### config.mk
export PLATFORM = sky130hd
export DESIGN_NAME = bcd_scan_display
export DESIGN_NICKNAME = d
export VERILOG_FILES = /design/src/rtl/bcd_scan_display.sv
export SDC_FILE = /design/constraint.sdc
export NUM_CORES = 1
export LEC_CHECK = 0
export CORE_ASPECT_RATIO = 0.9
export CORE_MARGIN = 1
export CORE_UTILIZATION = 55
export CTS_CLUSTER_SIZE = 24
export DETAILED_ROUTE_END_ITERATION = 8
export HOLD_SLACK_MARGIN = 0.1
export PLACE_DENSITY = 0.89
export SKIP_LAST_GASP = 1
export SYNTH_ARGS = -nofsm -noshare
export SYNTH_HDL_FRONTEND = slang
export SYNTH_SLANG_ARGS = --single-unit
### constraint.sdc
create_clock -name clk -period 4.8 [get_ports clk]
set_input_delay 0.96 -clock clk [delete_from_list [all_inputs] [get_ports clk]]
set_output_delay 0.96 -clock clk [all_outputs]
set_load 0.02 [all_outputs]
### src/rtl/bcd_scan_display.sv
// Sequential double-dabble binary-to-BCD converter with a multiplexed,
// common-anode seven-segment scan driver (leading-zero blanking, overflow dash).
module bcd_scan_display #(
  parameter int WIDTH    = 10,
  parameter int DIGITS   = 4,
  parameter int SCAN_DIV = 50000,
  parameter int BLANK_LZ = 1
) (
  input  logic                  clk,
  input  logic                  rst_n,
  input  logic                  start,
  input  logic [WIDTH-1:0]      bin_in,
  output logic                  busy,
  output logic                  done,
  output logic                  overflow,
  output logic [4*DIGITS-1:0]   bcd_out,
  output logic [6:0]            seg_out,
  output logic [DIGITS-1:0]     an_out
);

  localparam int SN  = (WIDTH + 3) / 3;
  localparam int NN  = (SN > DIGITS) ? SN : DIGITS;
  localparam int CW  = $clog2(WIDTH + 1);
  localparam int SCW = (SCAN_DIV > 1) ? $clog2(SCAN_DIV) : 1;
  localparam int IW  = (DIGITS > 1) ? $clog2(DIGITS) : 1;
  localparam logic [CW-1:0]  CNT_INIT  = CW'(WIDTH);
  localparam logic [SCW-1:0] SCAN_LAST = SCW'(SCAN_DIV - 1);
  localparam logic [IW-1:0]  IDX_LAST  = IW'(DIGITS - 1);
  localparam logic [6:0]     SEG_DASH  = 7'b0111111;
  localparam logic [6:0]     SEG_BLANK = 7'b1111111;
  localparam logic [6:0]     SEG_ZERO  = 7'b1000000;

  typedef enum logic [1:0] {S_IDLE, S_SHIFT, S_DONE} state_t;

  state_t              state_q, state_d;
  logic [4*NN-1:0]     scr_q, scr_d;
  logic [WIDTH-1:0]    sh_q, sh_d;
  logic [CW-1:0]       cnt_q, cnt_d;
  logic [4*DIGITS-1:0] bcd_q, bcd_d;
  logic                ovf_q, ovf_d;
  logic                done_q, done_d;
  logic [SCW-1:0]      scan_q, scan_d;
  logic [IW-1:0]       idx_q, idx_d;
  logic [DIGITS-1:0]   an_q, an_d;
  logic [6:0]          seg_q, seg_d;

  function automatic logic [4*NN-1:0] add3(input logic [4*NN-1:0] s);
    logic [4*NN-1:0] r;
    r = s;
    for (int i = 0; i < NN; i++)
      if (s[4*i +: 4] >= 4'd5) r[4*i +: 4] = s[4*i +: 4] + 4'd3;
    return r;
  endfunction

  // Any nonzero nibble beyond the displayed digits means the value does not fit.
  function automatic logic upper_nz(input logic [4*NN-1:0] s);
    logic r;
    r = 1'b0;
    for (int i = DIGITS; i < NN; i++) r = r | (|s[4*i +: 4]);
    return r;
  endfunction

  function automatic logic [6:0] glyph(input logic [3:0] n);
    case (n)
      4'd0:    glyph = 7'b1000000;
      4'd1:    glyph = 7'b1111001;
      4'd2:    glyph = 7'b0100100;
      4'd3:    glyph = 7'b0110000;
      4'd4:    glyph = 7'b0011001;
      4'd5:    glyph = 7'b0010010;
      4'd6:    glyph = 7'b0000010;
      4'd7:    glyph = 7'b1111000;
      4'd8:    glyph = 7'b0000000;
      4'd9:    glyph = 7'b0010000;
      default: glyph = SEG_BLANK;
    endcase
  endfunction

  always_ff @(posedge clk or negedge rst_n) begin
    if (!rst_n) state_q <= S_IDLE;
    else        state_q <= state_d;
  end

  always_comb begin
    state_d = state_q;
    case (state_q)
      S_IDLE:  if (start) state_d = S_SHIFT;
      S_SHIFT: if (cnt_q == CW'(1)) state_d = S_DONE;
      S_DONE:  state_d = S_IDLE;
      default: state_d = S_IDLE;
    endcase
  end

  always_comb begin
    scr_d  = scr_q;
    sh_d   = sh_q;
    cnt_d  = cnt_q;
    bcd_d  = bcd_q;
    ovf_d  = ovf_q;
    done_d = 1'b0;
    case (state_q)
      S_IDLE: if (start) begin
        sh_d  = bin_in;
        scr_d = '0;
        cnt_d = CNT_INIT;
      end
      S_SHIFT: begin
        {scr_d, sh_d} = {add3(scr_q), sh_q} << 1;
        cnt_d         = cnt_q - CW'(1);
      end
      S_DONE: begin
        bcd_d  = scr_q[4*DIGITS-1:0];
        ovf_d  = upper_nz(scr_q);
        done_d = 1'b1;
      end
      default: ;
    endcase
  end

  always_ff @(posedge clk or negedge rst_n) begin
    if (!rst_n) begin
      scr_q  <= '0;
      sh_q   <= '0;
      cnt_q  <= '0;
      bcd_q  <= '0;
      ovf_q  <= 1'b0;
      done_q <= 1'b0;
    end else begin
      scr_q  <= scr_d;
      sh_q   <= sh_d;
      cnt_q  <= cnt_d;
      bcd_q  <= bcd_d;
      ovf_q  <= ovf_d;
      done_q <= done_d;
    end
  end

  // Scan side: the segment pattern is computed for the next digit index so it
  // lands in the same register stage as the matching anode.
  always_comb begin
    scan_d = scan_q + SCW'(1);
    idx_d  = idx_q;
    if (scan_q == SCAN_LAST) begin
      scan_d = '0;
      idx_d  = (idx_q == IDX_LAST) ? '0 : idx_q + IW'(1);
    end
    an_d        = '1;
    an_d[idx_d] = 1'b0;
    if (ovf_q)
      seg_d = SEG_DASH;
    else if ((BLANK_LZ != 0) && (idx_d != '0) &&
             ((bcd_q >> (4 * int'(idx_d))) == '0))
      seg_d = SEG_BLANK;
    else
      seg_d = glyph(bcd_q[4*int'(idx_d) +: 4]);
  end

  always_ff @(posedge clk or negedge rst_n) begin
    if (!rst_n) begin
      scan_q <= '0;
      idx_q  <= '0;
      an_q   <= {{(DIGITS-1){1'b1}}, 1'b0};
      seg_q  <= SEG_ZERO;
    end else begin
      scan_q <= scan_d;
      idx_q  <= idx_d;
      an_q   <= an_d;
      seg_q  <= seg_d;
    end
  end

  assign busy     = (state_q != S_IDLE);
  assign done     = done_q;
  assign overflow = ovf_q;
  assign bcd_out  = bcd_q;
  assign seg_out  = seg_q;
  assign an_out   = an_q;

endmodule

==> summary by stage, run 1 <==
Timing
The number of pins exceeding their max-slew limit in the final report is 0. After routing, the total negative slack on setup checks comes to 0 ns. The maximum achievable frequency is 294.9 MHz. The post-route fraction of the period consumed by the critical path is 0.7064.

Setup violations remaining at the end of the flow were counted as 0. Between clock sinks in the finished design, the worst skew comes to 0.007851 ns. The worst hold margin is 0.4802 ns. Setup repair after global routing left no endpoint under its margin.

For the pin with the worst max-slew slack, the measured transition is 1.057 ns. After layout, the minimum clock period comes to 3.391 ns. The worst slew slack as a fraction of its limit is 0.2955. The number of hold-slack violations in the final timing report came to 0.

Synthesis
Synthesis produced a netlist whose cell count is 371. When the netlist entered floorplanning its net count stood at 401. Synthesis inferred 78 register bits. The yosys synthesis warning count is 0. The most used flip-flop cell after synthesis is dfrtp_1.

The share of flip-flops with an asynchronous set or reset is 1.000. In this run, distinct cell masters in the synthesized netlist total 44. The number of enable-type register cells in the synthesized netlist is 0. The sequential cell area fraction in the yosys report is 0.5111.

The average instance area after synthesis is 10.32 sq um. The post-synth design cell area is 3829 sq um.

Routing
The detailed router finished its first iteration with 155 violations. The vias after detailed routing is 2,843. The wire length after detailed routing is 7.710 mm. In the routed design, unresolved DRC markers number 0. The number of antenna-violating nets in the routed design is 0. Using the TritonRoute via totals, the vias-per-cell ratio works out to 5.652. The first detailed-routing pass took 4 iterations. The average wire per cell in the routed design is 15.33 microns.

Pwr
VDD sags by at most 0.5671 mV. The static power due to leakage is 2.110 nW. The power per cell area is 587.4 nW/um^2.

Clocking
The cell chosen for the clock root is clkbuf_8. The clock reaches the later pin of the worst-skew pair after 0.36 ns. The post-cts hold buffer count is 0. The clock drives 78 sinks.

After clock tree synthesis, the setup repair step added 0 buffers. In this run the deepest clock path goes through 2 buffers. The number of levels the H-tree was split into is 3. Buffers inserted during clock tree synthesis total 9.

Clock-pin slew was measured on the worst setup and hold paths at 0.08 ns. The TritonCTS clock tree is done. In this run, post-CTS repair resized a total of 0 instances.

Worst hold path
The path class of the lowest-slack min-delay path is reg2reg.

GRT
Entering global routing, the biggest net connects 79 pins. Summed over all layers, the global routing overflow is 0. The via count of the first global-routing pass was 2,843.

The global-route wire length before repair is 12.90 mm. The number of antenna violations at the first check in global routing is 0. Across every metal layer, demand over resource in global routing totals 0.2292.

Cells and area
0 antenna diodes ended up in the layout. The relative area change from synthesis to final layout is 17.78%. The count of filler cells inserted in the layout is 491. The library cell used most frequently in the layout, excluding fill and tap cells, is dfrtp_1. The register area is 1957 sq um. Summing all multi-input logic gate instances after layout gives 1718 sq um. The net count reported at finish is 438. In the layout the commonest cells are 74 x dfrtp_1, 50 x nand2_1, 40 x clkdlybuf4s50_1. The share of post-route cells with drive strength above 1 is 0.1017.

Floorplan
The floorplan die area is 7299 sq um. The die is 89.95 microns wide. For this configuration, the core starts out at a cell density of 0.5752.

The cell row count is 28. The total I/O pin count is 43. From bottom edge to top edge, the die measures 81.15 microns.

The area of the core region is 6656 sq um.

Worst setup path
The cell family contributing the most delay on the critical path is multiplexers. Counting both buffers and inverters, the worst setup path holds a total of 1. The category of the worst setup path capture point is a register. The data required time at the worst endpoint is 5.03 ns. The worst setup path is launched from a register. The worst stage delay on the critical path is 0.70 ns. The critical path in this run is classified as reg2reg. Traced cell by cell, the critical path runs through ha_1 -> and3_1 -> nand4_4 -> mux2i_2 -> mux2i_1 -> mux2i_1 -> inv_1 -> ha_1 -> nand3_1 -> o211ai_1 -> o22ai_1 -> a21oi_1. STA puts the critical path data arrival time at 3.62 ns. In this run the worst path has a maximum fanout of 11.

The slowest library cell on the worst path is mux2i_2.

Outcome
The flow ran to the end, and the final reports show no timing, DRC or antenna violations.

Flow run
The max-cap violation count is 0.

Place
The placer congestion estimate is 0.8223. The detailed placement HPWL is 5.280 mm. Port buffering added 41 buffers.
tightest hold or removal path, stage by stage, from the launching register on:
cell	delay, ns
dfrtp_1	0.35
nand2_1	0.05
nand2_1	0.05
cell families (layout without fill, tap and decap cells):
family | after synthesis | count (layout) | share of synthesized area
AND/OR/NAND/NOR | 121 | 121 | 0.1572
XOR/XNOR | 20 | 20 | 0.04575
adder cells (fa/ha/maj) | 17 | 17 | 0.05555
AO/OA/AOI/OAI | 76 | 76 | 0.1248
buffers and inverters | 36 | 78 | 0.04019
multiplexers | 22 | 22 | 0.06438
other | 1 | 1 | 0.0009795
flip-flops | 78 | 78 | 0.5111
power by group:
| part | internal (W) | total [W] | switching, W |
|---|---|---|---|
| Sequential | 0.000858 | 0.00103 | 0.000172 |
| Clock | 0.000310 | 0.000556 | 0.000246 |
| Combinational | 0.000458 | 0.00106 | 0.000604 |
| Total | 0.00163 | 0.00265 | 0.00102 |
cells in the mapped netlist (all sizes together) (5+ instances only):
cell type / n / area (sq um)
dfrtp: 74 / 1852
nand2: 50 / 187.7
o21ai: 29 / 145.1
nand3: 21 / 105.1
nor2: 21 / 78.83
inv: 20 / 75.07
ha: 17 / 212.7
a21oi: 15 / 78.83
mux2i: 14 / 156.4
xnor2: 13 / 113.9
clkbuf: 12 / 45.04
a22oi: 9 / 67.56
mux2: 8 / 90.09
xor2: 7 / 61.31
and3: 6 / 37.54
nand2b: 6 / 37.54
o31ai: 5 / 37.54
final timing paths:
path                               to  slack [ns]      start  cells past startpoint
setup reg to reg           seg_out[0]        1.41  scan_q[0]                     12
min in group asynchronous   scan_q[6]        0.74      rst_n                      1
hold reg to reg               sh_q[3]        0.48    sh_q[3]                      2
setup / recovery           seg_out[0]        1.41  scan_q[0]                     12
max in group asynchronous     sh_q[8]        3.47      rst_n                      1
hold / removal                sh_q[3]        0.48    sh_q[3]                      2
stage by stage:
| step | std cells | power, W | instance area (sq um) | worst slack [ns] | utilization |
|---|---|---|---|---|---|
| after floorplan | 371 | 0.001718 | 3829 | 2.114 | - |
| after global placement | 487 | 0.002026 | 4278 | 1.673 | 0.6427 |
| after detailed placement | 487 | 0.002087 | 4278 | 1.462 | 0.6427 |
| after CTS | 503 | 0.002658 | 4509 | 1.430 | 0.6774 |
| after global routing | 503 | 0.002824 | 4509 | 1.130 | 0.6774 |
| final | 503 | 0.002649 | 4509 | 1.409 | 0.6774 |
layer usage:
layer | vias to the layer above | GRT usage | routed length (microns)
met5 | - | 0 | 0
met4 | 0 | 0.09516 | 190
met3 | 23 | 0.07116 | 306
met2 | 57 | 0.4123 | 3968
met1 | 1404 | 0.2581 | 3246
li1 | 1359 | - | -
flip-flops by register name (all words and copies together), names as in the netlist:
name     count
bcd_out     16
scan_q      16
scr_q       16
sh_q        10
seg_out      7
an_out       4
cnt_q        4
idx_q        2
state_q      2
done         1
layout make-up:
type,instances,share of cell area
Timing Repair Buffer,42,0.09212
Multi-Input combinational cell,257,0.3810
Inverter,20,0.01665
Clock inverter,6,0.02081
Tap cell,90,0.02497
Sequential cell,78,0.4340
Clock buffer,10,0.03052
No activity file was read; power rests on OpenSTA's default activity.
==> run 2, diff against run 1 <==
CORE_UTILIZATION = 51   (was 55)
PLACE_DENSITY = 0.87   (was 0.89)
clock period = 3.1 ns   (was 4.8 ns; I/O delays follow)
==> run 2 against run 1 <==
  * Clock skew grew 0.00066 ns
  * Combinational power up 59%
  * Sequential share of layout area is 1.1 points lower
  * Clock power up 58%
  * Register-to-register slack worse by 1.4 ns
  * Total power up 57%
  * Routed wire length grew 7.0%
  * Non-clock buffer count up 10
  * Flip-flop and latch count did not move
  * Sequential power rose by 54%
==> summary by stage, run 2 (synthesis gave the netlist of run 1 again) <==
Cells and area
The relative area change from synthesis to final layout is 20.92% (was 17.78%). The count of placed standard cells in the final layout, fillers left out is 516 (was 503). The net count reported at finish is 448 (was 438). The number of antenna diodes is 0 (unchanged). Commonest non-fill, non-tap cells in the layout: 74 x dfrtp_1, 50 x nand2_1, 40 x clkdlybuf4s50_1 (unchanged). The count of filler cells inserted in the layout is 526 (was 491).

The fraction of the core area covered by cells at the end of the flow is 0.6476 (was 0.6774). The share of post-route cells with drive strength above 1 is 0.1300 (was 0.1017). The most common cell after layout, fill and taps aside is dfrtp_1 (unchanged).

Floorplan
The floorplan die area is 7858 sq um (was 7299 sq um). The area of the core region is 7148 sq um (was 6656 sq um). The die height is 84.20 microns (was 81.15 microns). The overall die width is 93.33 microns (was 89.95 microns). The cell row count is 29 (was 28). The total I/O pin count is 43 (unchanged). The starting density of the core was 0.5356 (was 0.5752).

GRT
The number of antenna violations at the first check in global routing is 0 (unchanged). The via count of the first global-routing pass is 2,890 (was 2,843). The aggregate global routing overflow was 0 (unchanged). The total global routing track utilization was 0.2195 (was 0.2292). The global-route wire length before repair is 13.48 mm (was 12.90 mm). The pin count of the biggest net entering global routing is 79 (unchanged).

Flow run
The max-cap violation count is 0 (unchanged).

Routing
The vias after detailed routing is 2,941 (was 2,843). The vias per cell was 5.700 (was 5.652). The average wire per cell in the routed design is 15.99 microns (was 15.33 microns). The number of violations reported at the end of detailed-routing iteration 0 is 190 (was 155). The wire length after detailed routing came to 8.251 mm (was 7.710 mm). The number of antenna-violating nets in the routed design came to 0 (unchanged). The iteration count of the initial detailed-routing pass was 4 (unchanged). The DRC violations left is 0 (unchanged).

Pwr
The power per cell area is 900.1 nW/um^2 (was 587.4 nW/um^2). The maximum ir drop on the vdd rail was 0.4982 mV (was 0.5671 mV). The sequential group share of total power came to 0.383 (was 0.389). The design internal power came to 0.002569 W (was 0.001627 W). The static power due to leakage is 2.160 nW (was 2.110 nW). The switching power is 0.001598 W (was 0.001022 W). The clock network fraction of total power is 0.211 (was 0.210). The switching fraction of total power was 0.3836 (was 0.3858).

The fraction of power consumed by combinational cells is 0.406 (was 0.401).

Clocking
The number of clock sinks seen by CTS is 78 (unchanged). The clock transition at the registers of the reported paths came to 0.08 ns (about the same). The TritonCTS clock tree is done (unchanged). The clock tree buffer depth is 2 (unchanged).

The number of levels the H-tree was split into came to 3 (unchanged). The post-cts hold buffer count is 0 (unchanged). The number of CTS-inserted buffers was 9 (unchanged). The clock insertion delay at the later pin of the skew report is 0.35 ns (was 0.36 ns). The cell chosen for the clock root was clkbuf_8 (unchanged).

Timing
The number of hold-slack violations in the final timing report is 0 (unchanged). The worst clock skew on the final layout was 0.008506 ns (was 0.007851 ns). The post-route fraction of the period consumed by the critical path is 0.9845 (was 0.7064). The maximum achievable frequency is 327.7 MHz (was 294.9 MHz). Unrepaired setup endpoints after global routing: true (was false).

The total setup violations reported at the end of the flow was 0 (unchanged). The slew at the pin with the worst max-slew slack is 0.9536 ns (was 1.057 ns). The minimum clock period after layout came to 3.052 ns (was 3.391 ns).

The worst path setup slack after routing is 0.04815 ns (was 1.409 ns). The number of pins exceeding their max-slew limit in the final report came to 0 (unchanged). The worst slew slack as a fraction of its limit is 0.3643 (was 0.2955).

Worst setup path
The maximum fanout along the worst path was 8 (was 11). The launching element type of the critical path is a register (unchanged). The critical path data arrival time was 3.30 ns (was 3.62 ns). The type of the setup path with the least slack is reg2reg (unchanged). The category of the worst setup path capture point is a register (unchanged). The worst setup slack for register-to-register paths is 0.05 ns (was 1.41 ns).

The data required time at the worst endpoint came to 3.35 ns (was 5.03 ns).

Place
The placer congestion estimate was 0.8868 (was 0.8223). The number of placed instances, taps included is 495 (was 487). The post-placement worst setup slack is 0.06739 ns (was 1.462 ns). The detailed placement HPWL was 5.309 mm (was 5.280 mm).

The total of buffers placed on input and output ports is 41 (unchanged).

Worst hold path
The path class of the lowest-slack min-delay path is in2async (was reg2reg).

Outcome
Result of the run: finished, final reports clean (unchanged).
run 2: cell count changes in the layout (fill, tap and decap cells not counted), sizes merged:
cell    previous run  this run
buf                2        12
clkbuf            10        11
inv               21        20
run 2: routing by layer:
layer / vias up / part of all wire / track usage
met5: - / 0 / 0
met4: 0 / 0.023 / 0.08112
met3: 18 / 0.049 / 0.06431
met2: 88 / 0.49 / 0.3583
met1: 1457 / 0.43 / 0.2774
li1: 1378 / - / -
run 2: critical path, cell delays in order, from the launching register on:
cell and delay, ns:
dfrtp_1 0.45, nor4b_4 0.37, nand4_4 0.24, mux2i_4 0.34
mux2i_2 0.34, mux2i_4 0.13, inv_2 0.10, ha_2 0.19
nand3_1 0.10, o211ai_1 0.27, nor3_1 0.10, a311oi_1 0.30
run 2: cell type report:
| cell class | instances | area, sq um | area share |
|---|---|---|---|
| Clock buffer | 11 | 151.4 | 0.03270 |
| Clock inverter | 5 | 81.33 | 0.01757 |
| Inverter | 20 | 75.07 | 0.01622 |
| Multi-Input combinational cell | 257 | 1745 | 0.3770 |
| Sequential cell | 78 | 1957 | 0.4227 |
| Tap cell | 93 | 116.4 | 0.02514 |
| Timing Repair Buffer | 52 | 503.0 | 0.1086 |
run 2: per-stage QoR:
step                hold slack, ns  total power, W  area (sq um)  TNS [ns]
global placement            0.4430        0.003162          4319         0
finish                      0.4134        0.004167          4629         0
global route                0.4755        0.004452          4629   -0.4695
CTS                         0.4414        0.004152          4552         0
detailed placement          0.4563        0.003250          4319         0
floorplan                   0.3244        0.002660          3829         0
run 2: timing repair:
action,4_1_cts,5_1_grt
setup endpoints to repair,0,6
setup buffers,0,5
gates resized for setup,0,6
run 2: final timing paths:
| check | start | cells after the start | end |
|---|---|---|---|
| setup / recovery | scan_q[5] | 11 | seg_out[4] |
| hold / removal | rst_n | 1 | scan_q[12] |
| setup reg to reg | scan_q[5] | 11 | seg_out[4] |
| hold reg to reg | scan_q[0] | 1 | scan_q[0] |
| max in group asynchronous | rst_n | 1 | scr_q[6] |
| min in group clk | scan_q[0] | 1 | scan_q[0] |
run 2: power by group through the flow:
stage	Sequential (W)	Combinational [W]	Clock (W)
floorplan	0.00167	0.000989	0
global placement	0.00159	0.00157	0
detailed placement	0.00160	0.00165	0
CTS	0.00159	0.00167	0.000889
global route	0.00163	0.00189	0.000937
finish	0.00159	0.00169	0.000879
==> run 3, diff against run 2 <==
SLEW_MARGIN = 30   (was not set)
==> run 3 against run 2 <==
  * Sequential share of layout area hardly changed
  * Core utilization up 0.052 points
  * Die area unchanged
  * Non-clock buffer count unchanged
  * Flip-flop and latch count unchanged
  * First-iteration DRC count did not move
  * Clock-buffer cell count unchanged
  * Design area about the same
  * Register-to-register slack hardly changed
  * Routed wire length barely moved
  * Cell count unchanged
  * Via count decreased by 0.17%
  * Critical path type unchanged
  * Critical endpoint unchanged
  * Largest power group unchanged
==> summary by stage, run 3 (synthesis gave the netlist of run 1 again) <==
Outcome
Result of the run: finished, final reports clean (unchanged).

Clocking
The number of levels the H-tree was split into is 3 (unchanged). The number of CTS-inserted buffers came to 9 (unchanged). The clock transition at the registers of the reported paths is 0.08 ns (about the same). The post-cts hold buffer count is 0 (unchanged).

The number of clock sinks seen by CTS is 78 (unchanged). The TritonCTS clock tree is done (unchanged). The clock insertion delay at the later pin of the skew report is 0.35 ns (about the same). The clock tree buffer depth is 2 (unchanged). The cell chosen for the clock root is clkbuf_8 (unchanged).

Timing
The worst clock skew on the final layout is 0.008507 ns (was 0.008506 ns). The worst hold margin was 0.2853 ns (was 0.4134 ns). The maximum achievable frequency is 327.7 MHz (about the same). Unrepaired setup endpoints after global routing: true (unchanged). The final-layout setup total negative slack was 0 ns (unchanged). The number of hold-slack violations in the final timing report is 0 (unchanged). The slew at the pin with the worst max-slew slack is 0.8833 ns (was 0.9536 ns).

The total setup violations reported at the end of the flow is 0 (unchanged). The minimum clock period after layout is 3.052 ns (about the same). The number of pins exceeding their max-slew limit in the final report is 0 (unchanged). The post-route fraction of the period consumed by the critical path is 0.9844 (was 0.9845). The worst slew slack as a fraction of its limit is 0.4112 (was 0.3643).

GRT
The via count of the first global-routing pass is 2,890 (unchanged). The number of antenna violations at the first check in global routing is 0 (unchanged). The pin count of the biggest net entering global routing came to 79 (unchanged). The aggregate global routing overflow is 0 (unchanged). The global-route wire length before repair is 13.48 mm (unchanged). The total global routing track utilization came to 0.2195 (unchanged).

Pwr
The static power due to leakage is 2.161 nW (was 2.160 nW). The switching power is 0.001598 W (about the same). The fraction of power consumed by combinational cells is 0.407 (was 0.406). The power per cell area is 899.5 nW/um^2 (was 900.1 nW/um^2). The switching fraction of total power came to 0.3835 (was 0.3836). The design internal power is 0.002569 W (about the same).

The sequential group share of total power is 0.383 (about the same). The clock network fraction of total power came to 0.211 (about the same). The maximum ir drop on the vdd rail came to 0.4982 mV (about the same).

Floorplan
The die height is 84.20 microns (unchanged). The cell row count is 29 (unchanged). The total I/O pin count came to 43 (unchanged). The starting density of the core came to 0.5356 (unchanged). The area of the core region came to 7148 sq um (unchanged).

The floorplan die area came to 7858 sq um (unchanged). The overall die width is 93.33 microns (unchanged).

Cells and area
The net count reported at finish is 448 (unchanged). The relative area change from synthesis to final layout came to 21.01% (was 20.92%). The count of placed standard cells in the final layout, fillers left out is 516 (unchanged).

The post-route cell area is 4633 sq um (was 4629 sq um). The share of post-route cells with drive strength above 1 is 0.1300 (unchanged). The number of antenna diodes is 0 (unchanged).

The most common cell after layout, fill and taps aside is dfrtp_1 (unchanged). Commonest non-fill, non-tap cells in the layout: 74 x dfrtp_1, 50 x nand2_1, 40 x clkdlybuf4s50_1 (unchanged). The count of filler cells inserted in the layout is 527 (was 526).

Flow run
The max-cap violation count is 0 (unchanged).

Routing
The number of violations reported at the end of detailed-routing iteration 0 came to 190 (unchanged). The DRC violations left is 0 (unchanged). The vias per cell came to 5.690 (was 5.700). The average wire per cell in the routed design is 15.99 microns (about the same). The routed wire length on met2 is 4.073 mm (unchanged). The uppermost metal layer occupied by signal nets is met4 (unchanged). The iteration count of the initial detailed-routing pass came to 4 (unchanged). The vias after detailed routing is 2,936 (was 2,941).

The number of antenna-violating nets in the routed design is 0 (unchanged). The total length of routed met3 wires is 401 microns (was 408 microns). The wire length after detailed routing is 8.253 mm (was 8.251 mm). The sum of routed wire segments on met1 is 3.588 mm (was 3.580 mm).

Worst hold path
The path class of the lowest-slack min-delay path is in2async (unchanged).

Worst setup path
The destination of the worst register-to-register timing path was seg_out[4] (unchanged). The number of cells traversed by the worst register-to-register path is 11 (unchanged). The critical path data arrival time is 3.30 ns (about the same).

The type of the setup path with the least slack was reg2reg (unchanged). The data required time at the worst endpoint is 3.35 ns (about the same). The launching point of the worst reg2reg path is scan_q[5] (unchanged). The category of the worst setup path capture point was a register (unchanged). The worst setup slack for register-to-register paths is 0.05 ns (about the same).

The capture point of the critical path is seg_out[4] (unchanged). The launching element type of the critical path is a register (unchanged). The maximum fanout along the worst path came to 8 (unchanged). The first element of the critical path is scan_q[5] (unchanged).

Place
The placer congestion estimate was 0.8868 (unchanged). The detailed placement HPWL is 5.309 mm (unchanged). The placed cell area came to 4319 sq um (unchanged). The total of buffers placed on input and output ports is 41 (unchanged). The number of placed instances, taps included came to 495 (unchanged).
[run 3: cell count changes in the layout (fill, tap and decap cells not counted)]
cell,change
buf_4,-1
buf_6,+1
[run 3: what timing repair did]
action,4_1_cts,5_1_grt
endpoints found under the setup margin,0,6
resized for setup,0,6
buffers inserted,0,5
[run 3: cell type report]
type	count	area, sq um	share of cell area
Tap cell	93	116.4	0.02511
Inverter	20	75.07	0.01620
Clock inverter	5	81.33	0.01755
Clock buffer	11	151.4	0.03268
Sequential cell	78	1957	0.4224
Timing Repair Buffer	52	506.7	0.1094
Multi-Input combinational cell	257	1745	0.3767
[run 3: metal layers]
layer	track usage	vias to the layer above
met4	0.08112	0
met3	0.06431	18
met2	0.3583	86
met5	0	-
met1	0.2774	1454
li1	-	1378
[run 3: worst min path at each step]
stage	slack (ns)	start	depth (start not counted)	end
floorplan	0.32	rst_n	0	an_out[0]
global placement	0.44	scan_q[0]	1	scan_q[0]
detailed placement	0.46	scan_q[0]	1	scan_q[0]
CTS	0.44	rst_n	1	scan_q[12]
global route	0.32	rst_n	1	scan_q[12]
finish	0.29	rst_n	1	scan_q[12]
[run 3: power by group through the flow]
| stage | registers (W) | logic, W | clock network, W |
|---|---|---|---|
| CTS | 0.00159 | 0.00167 | 0.000889 |
| global placement | 0.00159 | 0.00157 | 0 |
| floorplan | 0.00167 | 0.000989 | 0 |
| detailed placement | 0.00160 | 0.00165 | 0 |
| global route | 0.00163 | 0.00189 | 0.000937 |
| finish | 0.00159 | 0.00169 | 0.000879 |
[run 3: critical path: stages (launching register included)]
cell and delay, ns:
dfrtp_1 0.45, nor4b_4 0.37, nand4_4 0.24, mux2i_4 0.34
mux2i_2 0.34, mux2i_4 0.13, inv_2 0.10, ha_2 0.19
nand3_1 0.10, o211ai_1 0.27, nor3_1 0.10, a311oi_1 0.30
[run 3: metrics by stage]
stage / setup WS [ns] / total power (W) / util
CTS: 0.007502 / 0.004152 / 0.6368
detailed placement: 0.06739 / 0.003250 / 0.6042
global route: -0.1030 / 0.004453 / 0.6482
floorplan: 0.4141 / 0.002660 / -
finish: 0.04832 / 0.004168 / 0.6482
global placement: 0.3239 / 0.003162 / 0.6042
